$ cat src/rtl/cpu_pkg.sv
// Shared CPU constants and the instruction word layout used by the fetch stage.
package cpu_pkg;

  localparam int unsigned PC_W   = 4;
  localparam int unsigned INSN_W = 8;
  localparam int unsigned OPC_W  = 4;

  localparam logic [OPC_W-1:0]  OPC_JMP  = 4'b1111;
  localparam logic [OPC_W-1:0]  OPC_JNC  = 4'b1110;
  localparam logic [INSN_W-1:0] NOP_WORD = 8'h00;

  typedef struct packed {
    logic [OPC_W-1:0] opc;
    logic [PC_W-1:0]  imm;
  } insn_t;

endpackage

$ cat src/rtl/pc_reg.sv
// Program counter: hold, load or increment (wrapping modulo 2**PC_W).
module pc_reg
  import cpu_pkg::*;
(
  input  logic            clk,
  input  logic            rst_n,
  input  logic            hold,
  input  logic            load,
  input  logic [PC_W-1:0] load_val,
  output logic [PC_W-1:0] pc
);

  logic [PC_W-1:0] pc_q, pc_d;

  always_comb begin
    pc_d = pc_q;
    if (hold) begin
      pc_d = pc_q;
    end else if (load) begin
      pc_d = load_val;
    end else begin
      pc_d = pc_q + PC_W'(1);
    end
  end

  always_ff @(posedge clk or negedge rst_n) begin
    if (!rst_n) begin
      pc_q <= '0;
    end else begin
      pc_q <= pc_d;
    end
  end

  assign pc = pc_q;

endmodule

$ cat src/rtl/fetch_seq.sv
// Fetch stage: PC to ROM, ROM word to IR, JMP/JNC resolution with a one-bubble flush.
// Optional FETCH_SELF_JUMP_HALT_EN: a taken JMP to its own address halts the core.
module fetch_seq
  import cpu_pkg::*;
(
  input  logic              clock,
  input  logic              reset,
  input  logic [INSN_W-1:0] rom_data,
  input  logic              carry_flag,
  input  logic              stall_in,
  output logic [PC_W-1:0]   rom_addr,
  output logic [INSN_W-1:0] ir_out,
  output logic              ir_valid,
  output logic              branch_taken,
  output logic              halt
);

  insn_t           ir_q, ir_d;
  logic [PC_W-1:0] ir_pc_q, ir_pc_d;
  logic            ir_valid_q, ir_valid_d;
  logic            halt_q;
  logic            pc_hold, pc_load;
  logic [PC_W-1:0] pc;
  logic            is_jmp, is_jnc_taken;

  pc_reg u_pc_reg (
    .clk      (clock),
    .rst_n    (reset),
    .hold     (pc_hold),
    .load     (pc_load),
    .load_val (ir_q.imm),
    .pc       (pc)
  );

  // Decode only real instructions; a flushed slot can never branch.
  assign is_jmp       = ir_valid_q && (ir_q.opc == OPC_JMP);
  assign is_jnc_taken = ir_valid_q && (ir_q.opc == OPC_JNC) && !carry_flag;
  assign branch_taken = (is_jmp || is_jnc_taken) && !stall_in && !halt_q;

  always_comb begin
    ir_d       = ir_q;
    ir_pc_d    = ir_pc_q;
    ir_valid_d = ir_valid_q;
    pc_hold    = 1'b1;
    pc_load    = 1'b0;
    if (halt_q) begin
      ir_valid_d = 1'b0;
    end else if (!stall_in) begin
      pc_hold = 1'b0;
      if (branch_taken) begin
        pc_load    = 1'b1;
        ir_d       = insn_t'(NOP_WORD);
        ir_pc_d    = pc;
        ir_valid_d = 1'b0;
      end else begin
        ir_d       = insn_t'(rom_data);
        ir_pc_d    = pc;
        ir_valid_d = 1'b1;
      end
    end
  end

  always_ff @(posedge clock or negedge reset) begin
    if (!reset) begin
      ir_q       <= insn_t'(NOP_WORD);
      ir_pc_q    <= '0;
      ir_valid_q <= 1'b0;
    end else begin
      ir_q       <= ir_d;
      ir_pc_q    <= ir_pc_d;
      ir_valid_q <= ir_valid_d;
    end
  end

`ifdef FETCH_SELF_JUMP_HALT_EN
  logic halt_d;
  logic self_jump;

  // JNC is excluded: only an unconditional jump to itself is a dead loop.
  assign self_jump = (ir_q.opc == OPC_JMP) && (ir_q.imm == ir_pc_q);

  always_comb begin
    halt_d = halt_q;
    if (branch_taken && self_jump) begin
      halt_d = 1'b1;
    end
  end

  always_ff @(posedge clock or negedge reset) begin
    if (!reset) begin
      halt_q <= 1'b0;
    end else begin
      halt_q <= halt_d;
    end
  end
`else
  assign halt_q = 1'b0;
`endif

  assign rom_addr = pc;
  assign ir_out   = INSN_W'(ir_q);
  assign ir_valid = ir_valid_q;
  assign halt     = halt_q;

endmodule
$ cat config.mk
export PLATFORM = sky130hd
export DESIGN_NAME = fetch_seq
export DESIGN_NICKNAME = d
export VERILOG_FILES = /design/src/rtl/cpu_pkg.sv /design/src/rtl/pc_reg.sv /design/src/rtl/fetch_seq.sv
export SDC_FILE = /design/constraint.sdc
export NUM_CORES = 1
export LEC_CHECK = 0
export ABC_AREA = 1
export CAP_MARGIN = 20
export CORE_MARGIN = 2
export CORE_UTILIZATION = 41
export CTS_CLUSTER_DIAMETER = 30
export CTS_CLUSTER_SIZE = 12
export DETAILED_ROUTE_END_ITERATION = 10
export PLACE_DENSITY = 0.75
export SLEW_MARGIN = 30
export SYNTH_ARGS = -nofsm -noshare
export SYNTH_HDL_FRONTEND = slang
export SYNTH_HIERARCHICAL = 1
export SYNTH_SLANG_ARGS = --single-unit
$ cat constraint.sdc
create_clock -name clock -period 1.3 [get_ports clock]
set_input_delay 0.26 -clock clock [delete_from_list [all_inputs] [get_ports clock]]
set_output_delay 0.26 -clock clock [all_outputs]
set_load 0.02 [all_outputs]
==> summary.md, run 1 <==
| Metric | Value |
|---|---|
| Status | `finished, violations left` |
| Failing checks | `setup timing` |
| Die area | `around 0.002 mm2` |
| Synth Net Count | `93` |
| Seq/Total Area, Yosys | `48.0%` |
| Critical Path Sink | `branch_taken` |
| Final period util | `102%` |
| Die Ht | `44.7 um` |
| Nets | `135` |
| Util after Layout | `just under 70%` |
| Max-cap violations | `0` |
| FF+latch count, synth | `13` |
| Max FO, Critical Path | `2` |
| R2r setup slk | `0.08 ns` |
| Clk sinks | `13` |
| Final instance area | `~0.0010 mm2` |
| Library cells used by synthesis | `19` |
| Worst Hold Class | `primary input to async pin` |
| Critical path class | `flop to primary output` |
| Min Tclk post-route | `1.32 ns` |
| GPL Wtd Cong | `~0.76` |
| Synthesis Warnings | `6` |
| Final hold violations | `0` |
| Routed Antenna Nets | `0` |
| Pre-Repair DR Iteration Count | `4` |
| Setup Fix Bufs, Post-CTS | `0` |
| Clk_skew | `0.00704 ns` |
| Clock latency on the worst-skew pair | `0.27 ns` |
| Fin cells | `137` |
| Post-synth top area share | `48.0%` |
| Largest net degree at the start of global routing | `17` |
| Rows | `14` |
| Max Freq | `about 760 MHz` |
| WP data arrival | `around 1.1 ns` |
| Boundary Pins | `27` |
| Vias per Instance | `4.69` |
| Post-DP Area | `0.00104 mm2` |
| Required @ worst endpoint | `between 1 and 1.5 ns` |
| Routed WL per cell | `11.2 um` |
| Final worst slack | `-0.0209 ns` |
| Hold-fix buffers, CTS | `0` |
| Global-route wire length before repair | `2480 um` |
| Setup tns final | `-0.0209 ns` |
| Reg2Reg Capture Point | `u_pc_reg/pc[1]` |
| Avg Inst Size Synth | `between 8 and 9 um2` |
| Post-Place Cells | `133` |
| Reg2Reg Launch Point | `ir_out[6]` |
| PD cells | `1270 mW/mm2` |
| RSZ-0062 raised after global routing | `yes` |
| Final HPWL from detailed placement | `1180 um` |
| R2R depth | `8` |
| Core ar. | `0.00152 mm2` |
| Total routed wirelength | `1530 um` |
| First-iteration detailed-routing DRC count | `9` |
| Worst setup SP type | `flop` |
| Worst IR Drop VDD | `740 uV` |
| N_diodes | `0` |
| Number of global-route vias before repair | `624` |
| Initial antenna violation count | `0` |
| Area grow syn2layout | `54.6%` |
| Starting Density | `44.5%` |
| Tot Pwr | `1340 uW` |
| Num CTS Buffers | `3` |
| Largest register FFs | `8` |
| Largest area contributor in the netlist | `dfrtp_1` |
| Die width | `between 40 and 50 um` |
| Mapped Cells | `80` |
| CTS tree | `done` |
| H-tree levels | `1` |
| Final setup violating endpoints | `1` |
| Critical Path Start | `ir_out[4]` |
| GRT Util Overall | `17.4%` |
| GRT Residual Overflow | `0` |
| LEAKAGE | `roughly 0.00056 uW` |
| Share of cells above drive strength 1 | `a little over a third` |
| Clock Path Buffers | `2` |
| Worst setup EP type | `primary output` |
| Vias | `642` |
| Buffers on Ports | `25` |
| Top cells by area, synth | `dfrtp_1 48%, nand2_1 15%, nand3_1 5.9%, nor2_1 4.4%, buf_6 3.3%` |
| Clock root buffer | `clkbuf_4` |
| Drt drc | `0` |
| Clk slew on worst S/H paths | `0.08 ns` |
| Cell area after synthesis | `678 um2` |
| Max Slew Vio Count | `0` |
-- worst max-delay path: stages, from the launching register on --
cell and delay [ns]:
dfrtp_2 0.37, inv_2 0.05, a21oi_4 0.15, nand2_4 0.07
inv_4 0.05, buf_6 0.10
-- placed cells by master, fill, tap and decap left out --
cell type	synthesis	final
inv_8	1	1
a21oi_4	0	1
nand4_1	1	1
nand2_1	27	27
buf_4	1	15
conb_1	1	1
nor2_2	0	1
a21oi_2	1	1
inv_4	0	2
dlygate4sd2_1	0	9
buf_6	2	1
dlymetal6s2s_1	0	1
o31ai_2	1	1
inv_2	2	2
dfrtp_2	0	4
clkbuf_4	0	3
nand2_4	2	2
nand3_1	8	8
inv_1	4	2
nand3_2	2	2
nor2_1	8	7
dfrtp_1	13	9
o21ai_1	2	2
ha_1	1	1
clkbuf_1	0	1
nor2_4	1	1
a21oi_1	2	1
buf_2	0	5
clkdlybuf4s50_1	0	9
-- cell usage after synthesis --
cell type	n
dfrtp_1	13
nor2_4	1
a21oi_1	2
o21ai_1	2
o31ai_2	1
nand2_1	27
nand4_1	1
nand2_4	2
inv_8	1
nand3_1	8
inv_2	2
buf_4	1
conb_1	1
nand3_2	2
buf_6	2
a21oi_2	1
nor2_1	8
ha_1	1
inv_1	4
-- stage by stage --
step	hold WS, ns	worst slack [ns]
floorplan	-0.0356	0.0114
global placement	0.489	-0.676
detailed placement	0.496	-0.691
CTS	0.281	-0.0918
global route	0.310	-0.0905
finish	0.282	-0.0209
-- area by class of cell --
type	count	area, um2
fill	133	475
sequential	13	330
timing repair buffer	40	330
multi-input combinational	57	303
inverter	7	38.8
clock buffer	4	26.3
tap	16	20.0
-- logic make-up after synthesis --
group	share of synthesized area [%]
simple gates	34.1
fa+ha+maj	1.84
other cells	0.553
flops	48.0
buf+inv	9.41
compound gates	6.09
-- report_power, final --
group	switching, uW	leakage [uW]	internal, uW	total, uW
Combinational	307	0.000393	265	573
Sequential	39.0	0.000150	479	518
Clock	126	0.0000150	119	245
Total	472	0.000558	864	1340
-- layer usage --
layer	routed length (um)	global-route usage (%)
met3	40	1.22
met2	778	31.6
met5	0	0
met1	685	19.3
met4	25	10.9
-- worst min-delay path by stage --
stage	from	end	cells after the start
after floorplan	reset	ir_out[0]	0
after global placement	ir_out[2]	ir_out[2]	2
after detailed placement	ir_out[2]	ir_out[2]	2
after CTS	reset	ir_out[3]	2
after global routing	reset	ir_valid	2
final	reset	u_pc_reg/pc[2]	2
-- what timing repair did --
action,4_1_cts,5_1_grt
setup endpoints to repair,18,5
hold endpoints to repair,0,0
gates resized for setup,36,6
pin swaps,1,2
Note: power is estimated with default switching activity, not from simulation.
==> inputs of run 2 (changes only) <==
CORE_UTILIZATION = 40   (was 41)
PLACE_DENSITY = 0.74   (was 0.75)
RECOVER_POWER = 25   (was not set)
==> summary.md, run 2 (synthesized netlist as in run 1, its figures left out) <==
| Metric | Value |
|---|---|
| Commonest non-fill, non-tap cells in the layout | `26 x nand2_1, 14 x buf_4, 9 x dlygate4sd2_1, 9 x dfrtp_1` |
| Max FO, Critical Path | `2` |
| Slowest-stage cell, CP | `dfrtp_2` |
| LEAKAGE | `0.000563 uW` |
| Die area | `slightly above 0.002 mm2` |
| Boundary Pins | `27` |
| Area grow syn2layout | `56.6%` |
| Final HPWL from detailed placement | `1140 um` |
| Die Ht | `45.2 um` |
| CTS tree | `done` |
| N_diodes | `0` |
| Switch share | `35.7%` |
| Vias | `between 600 and 700` |
| Core ar. | `0.00154 mm2` |
| Required @ worst endpoint | `1.04 ns` |
| Hold_ws | `approximately 0.5 ns` |
| Hold Path End | `u_pc_reg/pc[0]` |
| Commonest non-fill, non-tap cell in the layout | `nand2_1` |
| Clock root buffer | `clkbuf_4` |
| Worst Hold Class | `flop to flop` |
| Max Slew Vio Count | `0` |
| Vias per Instance | `4.84` |
| Buffers on Ports | `25` |
| Worst setup SP type | `flop` |
| Die width | `45.2 um` |
| Pin slew with the least headroom to its limit | `0.724 ns` |
| First-iteration detailed-routing DRC count | `3` |
| Final worst slack | `-0.0205 ns` |
| Sequential group share of total power | `a little under two fifths` |
| PD cells | `1270 mW/mm2` |
| HP Start | `ir_out[0]` |
| Buf/Inv on CP | `3` |
| Clock latency on the worst-skew pair | `0.28 ns` |
| Routed Antenna Nets | `0` |
| H-tree levels | `1` |
| Failing checks | `setup timing` |
| Critical Path, Cell by Cell | `inv_1 -> a21oi_4 -> nand2_4 -> inv_4 -> buf_6` |
| Clk slew on worst S/H paths | `0.08 ns` |
| RSZ-0062 raised after global routing | `yes` |
| Max Freq | `757 MHz` |
| Nets | `136` |
| Clk_skew | `roughly 0.0027 ns` |
| Largest register FFs | `8` |
| Critical path class | `flop to primary output` |
| Worst hold path depth | `2` |
| GRT Residual Overflow | `0` |
| Largest net degree at the start of global routing | `17` |
| Routed WL per cell | `11.2 um` |
| Worst IR Drop VDD | `764 uV` |
| Clk sinks | `13` |
| Share of cells above drive strength 1 | `34.4%` |
| Worst setup EP type | `primary output` |
| Rows | `14` |
| Max transition margin | `51.7%` |
| Number of global-route vias before repair | `611` |
| Final period util | `102%` |
| Kind of cell adding the most delay to the critical path | `flip-flops` |
| WP data arrival | `1.06 ns` |
| R2R depth | `10` |
| Total routed wirelength | `around 1500 um` |
| P_sw | `483 uW` |
| Power Internal | `871 uW` |
| Max-cap violations | `0` |
| Drt drc | `0` |
| Comb pwr share | `around 43%` |
| Reg2Reg Capture Point | `u_pc_reg/pc[3]` |
| Status | `finished, violations left` |
| Clock power share | `18.8%` |
| Initial antenna violation count | `0` |
| Final setup violating endpoints | `1` |
| Pre-Repair DR Iteration Count | `4` |
| Worst path max stage delay | `0.36 ns` |
| GPL Wtd Cong | `0.784` |
| Reg2Reg Launch Point | `ir_out[5]` |
| R2r setup slk | `approximately 0.090 ns` |
| Global-route wire length before repair | `between 2000 and 3000 um` |
| Min Tclk post-route | `1.32 ns` |
| Starting Density | `a little over two fifths` |
| GRT Util Overall | `17.4%` |
| Num CTS Buffers | `3` |
| Tot Pwr | `1350 uW` |
| Clock Path Buffers | `2` |
| Final hold violations | `0` |
[run 2: area by class of cell]
type | count | area, um2
inverters | 7 | 36.3
clock buffers | 4 | 26.3
fillers | 133 | 479
well taps | 16 | 20.0
repair buffers | 41 | 344
flip-flops and latches | 13 | 330
multi-input cells | 57 | 305
[run 2: timing repair]
action                                  CTS  global route
endpoints found under the setup margin   18             4
gates resized for setup                  35             9
setup buffers                             0             1
hold buffers                              0             0
pin swaps                                 1             2
[run 2: routing by layer]
layer | up-vias | track usage [%] | share of wire [%]
met1 | 316 | 23.6 | 45
met3 | 3 | 2.40 | 4.3
li1 | 335 | - | -
met4 | 0 | 7.06 | 1.4
met5 | - | 0 | 0
met2 | 14 | 28.0 | 50
[run 2: worst max-delay path by stage]
stage / startpoint / endpoint / slack, ns / depth (start not counted)
floorplan: ir_out[4] / u_pc_reg/pc[3] / 0.01 / 9
global placement: stall_in / branch_taken / -0.67 / 7
detailed placement: stall_in / branch_taken / -0.68 / 7
CTS: ir_out[4] / branch_taken / -0.08 / 5
global route: ir_out[7] / branch_taken / -0.07 / 5
finish: ir_out[5] / branch_taken / -0.02 / 5
[run 2: through the flow]
step	setup TNS, ns	worst slack (ns)	util [%]	instances	instance area, um2
finish	-0.0205	-0.0205	68.9	138	1060
global route	-0.0866	-0.0653	68.9	138	1060
CTS	-0.0795	-0.0795	66.8	137	1030
detailed placement	-3.84	-0.678	67.4	133	1040
global placement	-3.65	-0.671	67.4	133	1040
floorplan	0	0.0114	-	80	686
[run 2: worst reg2reg max path: cells and delay by family (launching register included)]
| kind | cells | cell delay (ns) |
|---|---|---|
| DFF | 1 | 0.36 |
| buffers and inverters | 4 | 0.31 |
| and+or+nand+nor | 5 | 0.30 |
| AOI/OAI and AO/OA | 1 | 0.14 |
[run 2: power by group through the flow]
stage | Sequential (uW) | Combinational (uW) | Clock, uW
final | 520 | 580 | 255
after global routing | 532 | 633 | 275
after CTS | 520 | 571 | 259
after detailed placement | 529 | 625 | 0
after global placement | 526 | 614 | 0
after floorplan | 650 | 178 | 0
==> inputs of run 3 (changes only) <==
ABC_AREA = not set   (was 1)
PLACE_DENSITY = 0.75   (was 0.74)
==> summary.md, run 3 <==
| Metric | Value |
|---|---|
| GRT Util Overall | `~18%` |
| Library cells used by synthesis | `21` |
| GRT Residual Overflow | `0` |
| Vias per Instance | `between 5 and 6` |
| Worst setup EP type | `flop` |
| Critical path class | `flop to flop` |
| Async set-reset flop share out of synthesis | `100%` |
| Routed Antenna Nets | `0` |
| Largest area contributor in the netlist | `dfrtp_1` |
| Vias | `615` |
| H-tree levels | `1` |
| Fin cells | `116` |
| Final worst slack | `-0.187 ns` |
| Max Slew Vio Count | `0` |
| Max-cap violations | `0` |
| Clock Path Buffers | `2` |
| Clock latency on the worst-skew pair | `0.28 ns` |
| Largest register FFs | `8` |
| Failing checks | `setup timing` |
| Share of cells above drive strength 1 | `a little under two fifths` |
| Setup tns final | `-0.682 ns` |
| Clk slew on worst S/H paths | `roughly 0.080 ns` |
| Clk_skew | `around 0.0006 ns` |
| Worst Hold Class | `primary input to async pin` |
| Nets | `114` |
| Largest family of logic cells by synthesized area | `multiplexers` |
| Synth cell count leaders | `13 x dfrtp_1, 10 x mux2i_1, 9 x a31oi_1` |
| Core ar. | `0.00151 mm2` |
| PD cells | `1430 mW/mm2` |
| Slowest-stage cell, CP | `or4_1` |
| Buffers on Ports | `25` |
| Synthesis Warnings | `6` |
| Hold-fix buffers, CTS | `0` |
| Commonest non-fill, non-tap cell in the layout | `buf_4` |
| Post-synth EDFFs | `0` |
| Critical Path, Cell by Cell | `and4_4 -> and3_4 -> buf_6 -> or4_1 -> nand3_1` |
| Final period util | `114%` |
| Pre-CTS setup slack | `-0.530 ns` |
| Die area | `0.00195 mm2` |
| RSZ-0062 raised after global routing | `yes` |
| N_diodes | `0` |
| LEAKAGE | `~0.00048 uW` |
| GPL Wtd Cong | `0.789` |
| Util after Layout | `70.4%` |
| Rows | `14` |
| Worst setup SP type | `flop` |
| Starting Density | `between 40% and 50%` |
| Clk sinks | `13` |
| Drt drc | `0` |
| Post-Place Cells | `109` |
| Boundary Pins | `27` |
| Global-route wire length before repair | `around 2500 um` |
| Worst IR Drop VDD | `just over 700 uV` |
| Synth Flop Type | `dfrtp_1` |
| Largest net degree at the start of global routing | `18` |
| Max transition margin | `between 50% and 60%` |
| Area share of fa/ha/maj cells after synthesis | `roughly 1.9%` |
| Pre-Repair DR Iteration Count | `4` |
| WP data arrival | `~1.7 ns` |
| Pin slew with the least headroom to its limit | `0.705 ns` |
| Final HPWL from detailed placement | `~1100 um` |
| Num CTS Buffers | `3` |
| Most numerous cell in the Yosys netlist | `dfrtp_1` |
| Initial antenna violation count | `0` |
| Routed WL per cell | `14.0 um` |
| Commonest non-fill, non-tap cells in the layout | `14 x buf_4, 10 x mux2i_1, 10 x clkdlybuf4s50_1` |
| Avg Inst Size Synth | `11.3 um2` |
| Synth Area in Compound Gates | `between 10% and 20%` |
| Mapped Cells | `57` |
| Mux cell area share after synthesis | `17.3%` |
| Die width | `44.1 um` |
| Max FO, Critical Path | `4` |
| Min Tclk post-route | `roughly 1.5 ns` |
| Final setup violating endpoints | `7` |
| Number of global-route vias before repair | `592` |
| Die Ht | `44.1 um` |
| First-iteration detailed-routing DRC count | `4` |
| Top cells by area, synth | `dfrtp_1 50%, mux2i_1 16%, a31oi_1 8.7%, o21ai_0 2.3%, a22oi_1 2.3%` |
| FF+latch count, synth | `13` |
| CTS tree | `done` |
| Cell area after synthesis | `between 600 and 700 um2` |
| Area grow syn2layout | `64.7%` |
| Synth Area in Simple Gates | `between 10 and 15%` |
| XOR/XNOR Fraction of Synth Area | `0%` |
| Buf/Inv on CP | `1` |
| Status | `finished, violations left` |
| Clock root buffer | `clkbuf_4` |
| Final hold violations | `0` |
| Worst path max stage delay | `0.47 ns` |
| Max Freq | `673 MHz` |
| Kind of cell adding the most delay to the critical path | `simple AND/OR/NAND/NOR gates` |
| Post-synth top area share | `50.5%` |
| Required @ worst endpoint | `1.52 ns` |
| Synth Net Count | `70` |
| Seq/Total Area, Yosys | `around half` |
| Total routed wirelength | `1620 um` |
-- run 3: cell types whose count changed after synthesis, sizes merged, moves of 6 or more --
cell | before | now
nor2 | 9 | 1
nand3 | 10 | 2
nand2 | 29 | 2
mux2i | 0 | 10
inv | 7 | 1
a31oi | 0 | 9
-- run 3: layer usage --
| metal | up-vias | share of wire (%) | routed length [um] | track usage [%] |
|---|---|---|---|---|
| li1 | 298 | - | - | - |
| met2 | 28 | 47 | 758 | 31.5 |
| met4 | 0 | 2.1 | 34 | 9.09 |
| met5 | - | 0 | 0 | 0 |
| met1 | 283 | 44 | 718 | 21.3 |
| met3 | 6 | 7.0 | 113 | 4.08 |
-- run 3: logic make-up (layout without fill, tap and decap cells) --
kind of cell / Yosys count / after routing
AO/OA/AOI/OAI: 14 / 14
flip-flops: 13 / 13
AND/OR/NAND/NOR: 12 / 12
multiplexers: 11 / 11
buffers and inverters: 5 / 48
adder cells (fa/ha/maj): 1 / 1
other: 1 / 1
-- run 3: timing repair --
action                                  4_1_cts  5_1_grt
endpoints found under the setup margin       18        8
setup buffers                                 1        2
pin swaps                                     5        2
resized for setup                            36       14
-- run 3: cell type report --
type,instances,area [um2]
Tap cell,16,20.0
Fill cell,130,445
Timing Repair Buffer,43,375
Sequential cell,13,332
Clock buffer,4,26.3
Inverter,1,3.75
Multi-Input combinational cell,39,304
-- run 3: through the flow --
stage	power, uW	hold slack [ns]	instance area, um2
detailed placement	1290	0.540	1010
global placement	1270	0.523	1010
finish	1510	0.527	1060
CTS	1480	0.275	1010
global route	1600	0.573	1060
floorplan	900	-0.0356	656
-- run 3: path summary, 6_finish.rpt --
check	depth (start not counted)	startpoint	endpoint	slack, ns
worst max-delay path	5	ir_out[7]	u_pc_reg/pc[3]	-0.19
worst min-delay path	2	reset	u_pc_reg/pc[0]	0.53
worst max register to register	5	ir_out[7]	u_pc_reg/pc[3]	-0.19
worst min register to register	2	ir_out[3]	u_pc_reg/pc[3]	0.55
max in group asynchronous	2	reset	ir_valid	0.28
min in group clock	2	ir_out[3]	u_pc_reg/pc[3]	0.55
-- run 3: power by group --
part / internal (uW) / total [uW] / switching, uW
sequential: 496 / 546 / 49.2
combinational: 362 / 710 / 348
clock: 119 / 256 / 137
total: 978 / 1510 / 534
==> patch, RTL diff (config.mk and constraints of run 2) <==
Set the package constant `PC_W` to 6 (it was 4).
--- a/src/rtl/cpu_pkg.sv
+++ b/src/rtl/cpu_pkg.sv
@@ -2,5 +2,5 @@
 package cpu_pkg;
 
-  localparam int unsigned PC_W   = 4;
+  localparam int unsigned PC_W   = 6;
   localparam int unsigned INSN_W = 8;
   localparam int unsigned OPC_W  = 4;
Interface: changed (resized rom_addr); port bits go from 27 to 29. No check against the original RTL was run, so the function may have changed too.
==> patch against run 2 <==
  * Count of clock-buffer cells in the layout is the same
  * Wire length grew 11%
  * Setup slack gained 0.049 ns
  * Combinational power shrank 30%
  * Maximum frequency grew 3.9%
  * Total power shrank 8.5%
  * Die area grew 7.0%
  * Non-clock buffer count shrank 6
  * Global-route usage grew 0.54 points
  * Sequential power grew 6.2%
  * Core utilization shrank 6.6 points
  * Sequential cell count grew 2
  * Area after synthesis grew 7.7%
  * Final area grew 1.3%
==> patch: results <==
[detailed_routing]
drt_wl_total_um = 1720
wl_met1_um = 741
first_iter_violations = 13
wl_met2_um = 833
routed_via_density = 4.68

[place]
place_area_um2 = 1060
dp_hpwl_um = 1290
gp_congestion = 0.787
pre_cts_ws_ns = 0.00268
dp.cells = 151

[global_route]
grtUsageMet3_pct = 3.08
met1_usage_pct = 23.1
grt_max_degree = 16
first_global_vias = 668
grt_pass1_wl_um = 2710
grt_usage_pct = 18.0

[status]
status = finished, final reports clean

[critical_path]
crit_fanout = 3
crit_slowest_cell = dfrtp_1
max_stage_delay_ns = 0.40
arrival_ns = 1.01

[synthesis]
ys_top_cells_by_area = dfrtp_1 51%, nand2_1 17%, a21oi_1 5.5%
synth.top_cells.by_count = 33 x nand2_1, 15 x dfrtp_1, 8 x a21oi_1, 7 x nor2_1, 6 x inv_1

[cells_and_area]
fillers = 160
finalNetCount = 144
fin_cells = 155

[pwr]
p_sw_w = 0.000424
vdd_ir_drop_max_v = 0.000615
p_leak_nw = 0.560
[patch: cell types whose count changed after synthesis, sizes merged, moves of 3 or more]
cell / delta
a21oi: +5
nand3: -5
nand2: +4
o21ai: +3
[patch: final cells by class]
| cell class | instances | area [um^2] | area share (%) |
|---|---|---|---|
| Multi-Input combinational cell | 67 | 298 | 27.7 |
| Inverter | 9 | 33.8 | 3.14 |
| Clock buffer | 4 | 26.3 | 2.44 |
| Tap cell | 25 | 31.3 | 2.91 |
| Timing Repair Buffer | 35 | 312 | 29.0 |
| Sequential cell | 15 | 375 | 34.9 |
[patch: power by group through the flow]
stage | combinational (W) | clock (W) | sequential (W)
6_report | 0.000406 | 0.000280 | 0.000552
5_1_grt | 0.000445 | 0.000303 | 0.000558
4_1_cts | 0.000401 | 0.000282 | 0.000552
3_5_place_dp | 0.000439 | 0 | 0.000562
3_3_place_gp | 0.000424 | 0 | 0.000560
2_1_floorplan | 0.000137 | 0 | 0.000643
[patch: worst paths after layout]
check | endpoint | from | slack [ns] | cells past startpoint
max | ir_out[5] | ir_out[5] | 0.03 | 1
min | ir_valid | ir_valid | 0.48 | 2
max reg2reg | u_pc_reg/pc[2] | u_pc_reg/pc[0] | 0.13 | 5
min reg2reg | ir_valid | ir_valid | 0.48 | 2
max in group asynchronous | ir_out[0] | reset | 0.23 | 2
min in group asynchronous | ir_out[3] | reset | 0.56 | 2
[patch: cells by family after synthesis]
family	count (synthesis)	share of synthesized area, %
compound gates	15	11.3
fa+ha+maj	1	1.71
simple gates	45	24.7
flops	15	51.4
buf+inv	14	10.4
other cells	1	0.513
[patch: timing repair]
action / in CTS / in global routing
endpoints found under the hold margin: 0 / 0
buffers inserted: 0 / 0
setup endpoints to repair: 15 / 7
resized for setup: 15 / 7
